===== src/rtl/tube_scheduler.sv =====
`default_nettype none
// ============================================================================
// Module   : tube_scheduler
// Brief    : Paces scrolling tube obstacles, assigns height classes from an
//            LFSR, tracks score and runs the IDLE/RUN/PAUSED/OVER game FSM.
// Revision : 1.0 - initial release
// ============================================================================
module tube_scheduler #(
  parameter int         NUM_TUBES = 4,
  parameter int         TICK_DIV  = 250000,
  parameter int         SCREEN_W  = 850,
  parameter int         SPACING   = 212,
  parameter int         TUBE_W    = 60,
  parameter int         BIRD_X    = 200,
  parameter logic [7:0] LFSR_SEED = 8'hA5
) (
  input  logic                   clk,
  input  logic                   rst,
  input  logic                   start,
  input  logic                   pause,
  input  logic                   collide,
  output logic                   tick,
  output logic [10*NUM_TUBES-1:0] tube_h,
  output logic [3*NUM_TUBES-1:0]  tube_state,
  output logic [1:0]             game_state,
  output logic [9:0]             score,
  output logic                   score_pulse
);

  localparam int               c_DIV_W     = $clog2(TICK_DIV);
  localparam int               c_CNT_W     = $clog2(NUM_TUBES + 1);
  localparam logic [c_DIV_W-1:0] c_DIV_LAST = c_DIV_W'(TICK_DIV - 1);
  localparam logic [9:0]       c_WRAP_H    = 10'(SCREEN_W - 1);
  localparam logic [9:0]       c_PASS_H    = 10'(BIRD_X - TUBE_W);
  localparam logic [9:0]       c_SCORE_MAX = 10'd999;
  localparam logic [7:0]       c_LFSR_TAPS = 8'hB8;

  typedef enum logic [1:0] {
    ST_IDLE   = 2'd0,
    ST_RUN    = 2'd1,
    ST_PAUSED = 2'd2,
    ST_OVER   = 2'd3
  } state_t;

  state_t               r_state;
  state_t               w_state_nxt;
  logic                 w_step;
  logic                 w_reload;
  logic [c_DIV_W-1:0]   r_div_cnt;
  logic [7:0]           r_lfsr;
  logic [7:0]           w_lfsr_nxt;
  logic [NUM_TUBES-1:0] w_pass;
  logic [c_CNT_W-1:0]   w_pass_cnt;
  logic [10:0]          w_score_sum;
  logic [9:0]           w_score_nxt;
  logic [9:0]           r_score;
  logic                 r_tick;
  logic                 r_score_pulse;

  // ---------------------------------------------------------------- game FSM
  always_ff @(posedge clk or posedge rst) begin
    if (rst) begin
      r_state <= ST_IDLE;
    end else begin
      r_state <= w_state_nxt;
    end
  end

  // A step needs a clean RUN cycle: a collision on the terminal count wins.
  always_comb begin
    w_state_nxt = r_state;
    w_step      = 1'b0;
    w_reload    = 1'b0;
    case (r_state)
      ST_IDLE: begin
        if (start) w_state_nxt = ST_RUN;
      end
      ST_RUN: begin
        w_step = (r_div_cnt == c_DIV_LAST) && !collide;
        if (collide)    w_state_nxt = ST_OVER;
        else if (pause) w_state_nxt = ST_PAUSED;
      end
      ST_PAUSED: begin
        if (start) w_state_nxt = ST_RUN;
      end
      ST_OVER: begin
        if (start) begin
          w_state_nxt = ST_IDLE;
          w_reload    = 1'b1;
        end
      end
      default: w_state_nxt = ST_IDLE;
    endcase
  end

  // ------------------------------------------------------------ move divider
  always_ff @(posedge clk or posedge rst) begin
    if (rst) begin
      r_div_cnt <= '0;
    end else begin
      case (r_state)
        ST_RUN:    r_div_cnt <= (collide || w_step) ? '0 : r_div_cnt + 1'b1;
        ST_PAUSED: r_div_cnt <= r_div_cnt;
        default:   r_div_cnt <= '0;
      endcase
    end
  end

  // ------------------------------------------------------------------- LFSR
  // Free-running in every state so wrap heights depend on player timing.
  assign w_lfsr_nxt = {1'b0, r_lfsr[7:1]} ^ (r_lfsr[0] ? c_LFSR_TAPS : 8'h00);

  always_ff @(posedge clk or posedge rst) begin
    if (rst) begin
      r_lfsr <= LFSR_SEED;
    end else begin
      r_lfsr <= w_lfsr_nxt;
    end
  end

  // ------------------------------------------------------------- tube slots
  for (genvar gi = 0; gi < NUM_TUBES; gi++) begin : g_slot
    localparam logic [9:0] c_H_INIT  = 10'(SCREEN_W - 1 - gi * SPACING);
    localparam logic [2:0] c_ST_INIT = {2'(gi % 4), 1'b0};

    logic [9:0] r_h;
    logic [2:0] r_st;

    always_ff @(posedge clk or posedge rst) begin
      if (rst) begin
        r_h  <= c_H_INIT;
        r_st <= c_ST_INIT;
      end else if (w_reload) begin
        r_h  <= c_H_INIT;
        r_st <= c_ST_INIT;
      end else if (w_step) begin
        if (r_h == 10'd0) begin
          r_h  <= c_WRAP_H;
          r_st <= {r_lfsr[(gi + 2) % 8], r_lfsr[(gi + 1) % 8], r_lfsr[gi % 8]};
        end else begin
          r_h  <= r_h - 10'd1;
        end
      end
    end

    assign w_pass[gi]              = (r_h == c_PASS_H);
    assign tube_h[10*gi +: 10]     = r_h;
    assign tube_state[3*gi +: 3]   = r_st;
  end

  // ------------------------------------------------------------------ score
  always_comb begin
    w_pass_cnt = '0;
    for (int i = 0; i < NUM_TUBES; i++) begin
      w_pass_cnt = w_pass_cnt + c_CNT_W'(w_pass[i]);
    end
  end

  assign w_score_sum = {1'b0, r_score} + 11'(w_pass_cnt);
  assign w_score_nxt = (w_score_sum > {1'b0, c_SCORE_MAX}) ? c_SCORE_MAX : w_score_sum[9:0];

  always_ff @(posedge clk or posedge rst) begin
    if (rst) begin
      r_score       <= '0;
      r_tick        <= 1'b0;
      r_score_pulse <= 1'b0;
    end else begin
      r_tick        <= w_step;
      r_score_pulse <= w_step && (w_pass_cnt != '0) && (r_score != c_SCORE_MAX);
      if (w_reload) begin
        r_score <= '0;
      end else if (w_step) begin
        r_score <= w_score_nxt;
      end
    end
  end

  assign tick        = r_tick;
  assign score       = r_score;
  assign score_pulse = r_score_pulse;
  assign game_state  = r_state;

endmodule
`default_nettype wire


===== config.mk =====
export PLATFORM = sky130hd
export DESIGN_NAME = tube_scheduler
export DESIGN_NICKNAME = d
export VERILOG_FILES = /design/src/rtl/tube_scheduler.sv
export SDC_FILE = /design/constraint.sdc
export NUM_CORES = 1
export LEC_CHECK = 0
export BUFFER_PORTS_ARGS = -buffer_cell sky130_fd_sc_hd__buf_4
export CAP_MARGIN = 20
export CORE_ASPECT_RATIO = 0.6
export CORE_MARGIN = 2
export CORE_UTILIZATION = 52
export CTS_CLUSTER_DIAMETER = 200
export DETAILED_ROUTE_END_ITERATION = 8
export GPL_TIMING_DRIVEN = 0
export PLACE_DENSITY = 0.76
export SYNTH_ARGS = -nofsm -noshare
export SYNTH_HDL_FRONTEND = slang
export SYNTH_SLANG_ARGS = --single-unit

===== constraint.sdc =====
create_clock -name clk -period 4.55 [get_ports clk]
set_clock_uncertainty 0.15 [all_clocks]
set_input_delay 0.455 -clock clk [delete_from_list [all_inputs] [get_ports clk]]
set_output_delay 0.455 -clock clk [all_outputs]
set_load 0.1 [all_outputs]

Yosys cells after proc, flatten, opt, wreduce, memory -nomap -nowiden
Cells that the tools add are included.
{"block": "word_totals", "register_bits": 92, "latch_bits": 0, "ramBits": 0, "rom_bits": 0, "inputBits": 5, "word_cells": 97, "n_memories": 0}
{"block": "op_classes", "add_sub_neg": 9, "mul": 0, "div_mod_pow": 0, "magnitude_cmp": 1, "n_eq_ne": 12, "shift": 0, "mux": 38, "bitwise_logic": 1, "n_reduce_logical": 22}
{"op": "$mux W10", "count": 15}
{"op": "$eq A10 B8 Y1 const B", "count": 4}
{"op": "$logic_not A10 Y1", "count": 4}
{"op": "$sub A10 B1 Y10 const B", "count": 4}
{"op": "$mux W3", "count": 12}
{"op": "$pmux W18 S2", "count": 1}
{"op": "$add A18 B1 Y18 const B", "count": 1}
{"op": "$eq A18 B18 Y1 const B", "count": 1}
{"op": "$mux W18", "count": 1}
{"op": "$add A10 B3 Y11", "count": 1}
{"op": "$gt A11 B10 Y1 const B", "count": 1}
{"op": "$ne A10 B10 Y1 const B", "count": 1}
{"op": "$reduce_bool A2 Y1", "count": 5}
{"op": "$mux W2", "count": 4}
{"op": "$mux W8", "count": 1}
{"op": "$reduce_and A2 Y1", "count": 4}
{"op": "$xor A7 B8 Y8", "count": 1}
{"op": "$pmux W2 S3", "count": 1}
{"op": "$eq A2 B2 Y1 const B", "count": 2}
{"op": "$add A2 B1 Y3", "count": 1}
{"op": "$add A3 B1 Y3", "count": 1}
{"op": "$logic_and A1 B1 Y1", "count": 3}
{"op": "$mux W1", "count": 3}
{"op": "$ne A3 B3 Y1 const B", "count": 1}
{"op": "10 further kinds", "count": 10}

Depth between registers and ports, before layout
{"block": "logic_depth", "word_depth": 9, "ltp_mapped": 16, "ltp_nobuf": 15}

Least setup slack after synthesis
No wires, ideal clock.
{"block": "synth_path", "path_kind": "register -> register", "from": "register g_slot[0].r_h[1]", "to": "register r_score[3], in the netlist score[3]", "setup_time_ps": 118, "t_arrival_ps": 4612, "setup_slack_ps": -330, "path_stages_with_launch": 17, "path_buffers": 1, "path_cell_list": "dfrtp_1 > inv_1 > ha_1 > nand2_1 > nor4_1 > and4_1 > fa_1 > ha_1 > ha_1 > ha_1 > a211oi_1 > or2_2 > clkbuf_1 > nand4b_1 > a311oi_1 > a2111oi_0 > a21o_1"}
{"block": "synth_between", "elab_chain_cells": 9}
{"item": "start: declaration", "line": "126", "rtl": "logic [9:0] r_h;"}
{"item": "start signal: assignment", "line": "131", "rtl": "r_h <= c_H_INIT;"}
{"item": "start signal: assignment", "line": "134", "rtl": "r_h <= c_H_INIT;"}
{"item": "start signal: assignment", "line": "138", "rtl": "r_h <= c_WRAP_H;"}
{"item": "$eq A10 B8 Y1 *", "line": "146", "rtl": "assign w_pass[gi] = (r_h == c_PASS_H);"}
{"item": "$add A1 B1 Y2 *", "line": "155", "rtl": "w_pass_cnt = w_pass_cnt + c_CNT_W'(w_pass[i]);"}
{"item": "$add A2 B1 Y3 *", "line": "155"}
{"item": "$add A3 B1 Y3 *", "line": "155"}
{"item": "$add A10 B3 Y11 *", "line": "159", "rtl": "assign w_score_sum = {1'b0, r_score} + 11'(w_pass_cnt);"}
{"item": "$gt A11 B10 Y1", "line": "160", "rtl": "assign w_score_nxt = (w_score_sum > {1'b0, c_SCORE_MAX}) ? c_SCORE_MAX : w_score_sum[9:0];"}
{"item": "$mux W10 *", "line": "160"}
{"item": "$mux W10 *", "line": "172", "rtl": "end else if (w_step) begin"}
{"item": "$mux W10 *", "line": "170", "rtl": "if (w_reload) begin"}
{"item": "end signal: assignment", "line": "173", "rtl": "r_score <= w_score_nxt;"}
{"item": "end: declaration", "line": "56", "rtl": "logic [9:0] r_score;"}
Mark *: on every way between the ends. The rest lies on a longest branch, timed or not. The select of a mux whose other input is x is not followed.
A chain may end at the register's enable or synchronous reset.

Worst setup path after layout
{"block": "layout_path", "from": "register g_slot[0].r_h[0]", "to": "register r_score[1], in the netlist score[1]"}
The elaborated chain is that of the path after synthesis.

==> summary.md <==
| Metric | Value |
|---|---|
| Diode count | `0` |
| Die ar. | `10,300 um2` |
| H-tree level count | `3` |
| WL/cell | `about 18 um` |
| Mapped Cells | `530` |
| Overall Global Routing Usage | `0.279` |
| Final hold vios | `3` |
| Hold buffer count at CTS | `0` |
| Maximum capacitance violations | `0` |
| TritonCTS clock tree | `done` |
| Detail Placement HPWL | `9550 um` |
| Vias | `4,522` |
| CTS Sinks | `92` |
| Data required time of the critical path | `4.68 ns` |
| Yosys warnings | `0` |
| RR Startpoint | `g_slot[0].r_h[0]` |
| Area delta synth->final | `23.1%` |
| DRT antenna net count | `0` |
| Root Buffer | `clkbuf_16` |
| CP max FO | `5` |
| Grt ovf | `0` |
| Initial DRT Pass Iterations | `5` |
| Initial core utilization | `0.537` |
| Status | `complete, but fails checks` |
| Fin crit share | `0.972` |
| Final setup violation count | `0` |
| Area of the multi-input gates | `approximately 2500 um2` |
| FILL cells | `757` |
| Share of cells above drive strength 1 | `0.254` |
| # IOs | `71` |
| Cell area after synthesis | `4930 um2` |
| Fin Hold WS | `-0.00683 ns` |
| Final Util | `0.661` |
| Measured slew at the worst slew-check pin | `0.895 ns` |
| Clk buf depth | `2` |
| Worst-case vdd ir drop | `between 0.4 and 0.5 mV` |
| Slew HR | `0.398` |
| Reg-to-Reg End | `score[1]` |
| Fin nets | `637` |
| CP arrival | `between 4 and 5 ns` |
| Vias in the first global route | `4,134` |
| Final min period | `4.42 ns` |
| Final-report max-slew violation count | `0` |
| Setup slack, reg-to-reg | `0.13 ns` |
| Post-synth EDFFs | `0` |
| Post-synthesis sequential area ratio | `0.474` |
| P_leak | `2.66 nW` |
| Remaining DRCs | `0` |
| Initial DRC Count | `452` |
| Primary FF master, synth | `dfrtp_1` |
| Achievable Freq | `226 MHz` |
| Hold Path Class | `in2async` |
| DRT Wirelength | `13,600 um` |
| Via density | `6.02` |
| Synth async-reset ratio | `1.00` |
| FP Rows | `27` |
| Synth Register Bits | `92` |
| Die Width | `roughly 130 um` |
| Failing checks | `hold timing` |
| Routability Congestion | `0.881` |
| Worst-skew pair later-pin latency | `0.35 ns` |
| Yosys cell types | `between 50 and 60` |
| Buffers on Ports | `70` |
| Clock transition at path regs | `0.08 ns` |
| R2R cell count | `16` |
| Largest net degree at the start of global routing | `53` |
| Kind of critical path | `reg2reg` |
| Post-Syn Nets | `551` |
| Worst setup EP type | `flip-flop` |
| Number of CTS-inserted buffers | `9` |
| Avg Cell Area, Syn | `9.31 um2` |
| Sequential cell area | `roughly 2300 um2` |
| Antenna violations before repair | `0` |
| Startpoint types | `flip-flop` |
| Global-route wire length before repair | `approximately 22,000 um` |
| Power density over cell area | `337 nW/um2` |
| Post-route setup TNS | `0 ns` |
| Chip height | `79.5 um` |
| CORE AREA | `9190 um2` |
[final cells by class]
type,count,share of cell area
Buffer,16,0.0138
Clock buffer,9,0.0371
Clock inverter,7,0.0122
Inverter,17,0.0115
Multi-Input combinational cell,404,0.415
Sequential cell,92,0.387
Tap cell,130,0.0268
Timing Repair Buffer,76,0.0973
[worst max-delay path by stage]
stage                          start        to  slack, ns  cells past startpoint
floorplan           g_slot[0].r_h[0]  score[3]       0.01                     16
global route        g_slot[0].r_h[0]  score[1]      -0.02                     16
CTS                 g_slot[0].r_h[0]  score[4]       0.12                     15
finish              g_slot[0].r_h[0]  score[1]       0.13                     16
detailed placement  g_slot[1].r_h[5]  score[3]      -0.36                     13
global placement    g_slot[1].r_h[5]  score[3]      -0.29                     13
[sequential cells by signal (all words and copies together) (netlist names)]
| name | flops |
|---|---|
| g_slot.r_st | 12 |
| r_lfsr | 8 |
| score | 10 |
| score_pulse | 1 |
| g_slot.r_h | 40 |
| r_div_cnt | 18 |
| tick | 1 |
| game_state | 2 |
[cell usage after synthesis (all sizes together), types with 4 or more instances]
| library cell | count | area (um2) |
|---|---|---|
| mux2 | 4 | 48.8 |
| nand4 | 8 | 50.1 |
| and4b | 4 | 40.0 |
| and3 | 9 | 56.3 |
| a31oi | 8 | 50.1 |
| xnor2 | 8 | 70.1 |
| clkbuf | 10 | 37.5 |
| inv | 17 | 63.8 |
| nor2b | 4 | 25.0 |
| nor3 | 22 | 126 |
| a311oi | 6 | 52.6 |
| ha | 14 | 175 |
| nand2 | 69 | 259 |
| o21ai | 42 | 214 |
| o31ai | 12 | 90.1 |
| nor2 | 54 | 205 |
| nand3 | 35 | 175 |
| nor4 | 13 | 81.3 |
| nor4b | 4 | 35.0 |
| a21oi | 18 | 90.1 |
| dfrtp | 62 | 1550 |
| nand2b | 9 | 56.3 |
| dfstp | 30 | 788 |
| or3 | 5 | 36.3 |
| mux2i | 7 | 70.1 |
| xor2 | 16 | 140 |
| buf | 7 | 50.1 |
| or4 | 4 | 30.0 |
[metrics by stage]
| stage | hold slack, ns | worst slack (ns) | cells | total power [mW] | area, um2 |
|---|---|---|---|---|---|
| final | -0.00683 | 0.129 | 751 | 2.05 | 6070 |
| after global routing | 0.0358 | -0.0174 | 751 | 2.12 | 6070 |
| after CTS | 0.00955 | 0.119 | 747 | 2.05 | 6000 |
| after detailed placement | 0.211 | -0.359 | 731 | 1.30 | 5670 |
| after global placement | 0.211 | -0.288 | 730 | 1.29 | 5640 |
| after floorplan | 0.197 | 0.0124 | 530 | 1.18 | 4950 |
[logic make-up (layout without fill, tap and decap cells)]
logic type	count (synthesis)	in the layout	share of synthesized area
AND/OR/NAND/NOR	252	252	0.259
AO/OA/AOI/OAI	101	101	0.126
flip-flops	92	92	0.474
buffers and inverters	34	125	0.0307
XOR/XNOR	24	24	0.0426
adder cells (fa/ha/maj)	16	16	0.0436
multiplexers	11	11	0.0241
[metal layers]
layer / routed length (um) / global-route usage
met2: 5740 / 0.396
met5: 0 / 0
met3: 1180 / 0.0563
met4: 184 / 0.0720
met1: 6520 / 0.434
[report_power, final]
part           switching [mW]  internal, mW
clock network           0.368         0.391
registers              0.0347         0.845
logic                   0.321        0.0877
total                   0.724          1.32
[timing repair]
item / 4_1_cts / 5_1_grt
setup buffers: 1 / 4
resized for setup: 4 / 10
cloned: 0 / 0
pin swaps: 1 / 5
endpoints found under the hold margin: 0 / 0
setup endpoints to repair: 5 / 5
[cell usage in the layout, fill, tap and decap left out, drive strengths merged, types with 5 or more instances in the layout]
cell type	n
a21oi	18
a311oi	6
a31oi	8
and3	9
buf	83
clkbuf	18
dfrtp	62
dfstp	30
ha	14
inv	22
mux2i	7
nand2	69
nand2b	9
nand3	35
nand4	8
nor2	54
nor3	22
nor4	13
o21ai	42
o31ai	12
or3	5
xnor2	8
xor2	16
[worst max-delay path: stages (launching register included)]
cell	delay [ns]
dfstp_4	0.66
clkinvlp_4	0.13
ha_1	0.21
nand2_1	0.07
nor4_1	0.04
and4_2	0.28
fa_1	0.56
ha_1	0.19
ha_4	0.22
ha_1	0.31
a211oi_4	0.33
or2_4	0.22
nand4b_1	0.16
a311oi_4	0.45
buf_4	0.19
o31ai_1	0.07
nand2_1	0.10
Power figures use the tool's default switching activity.
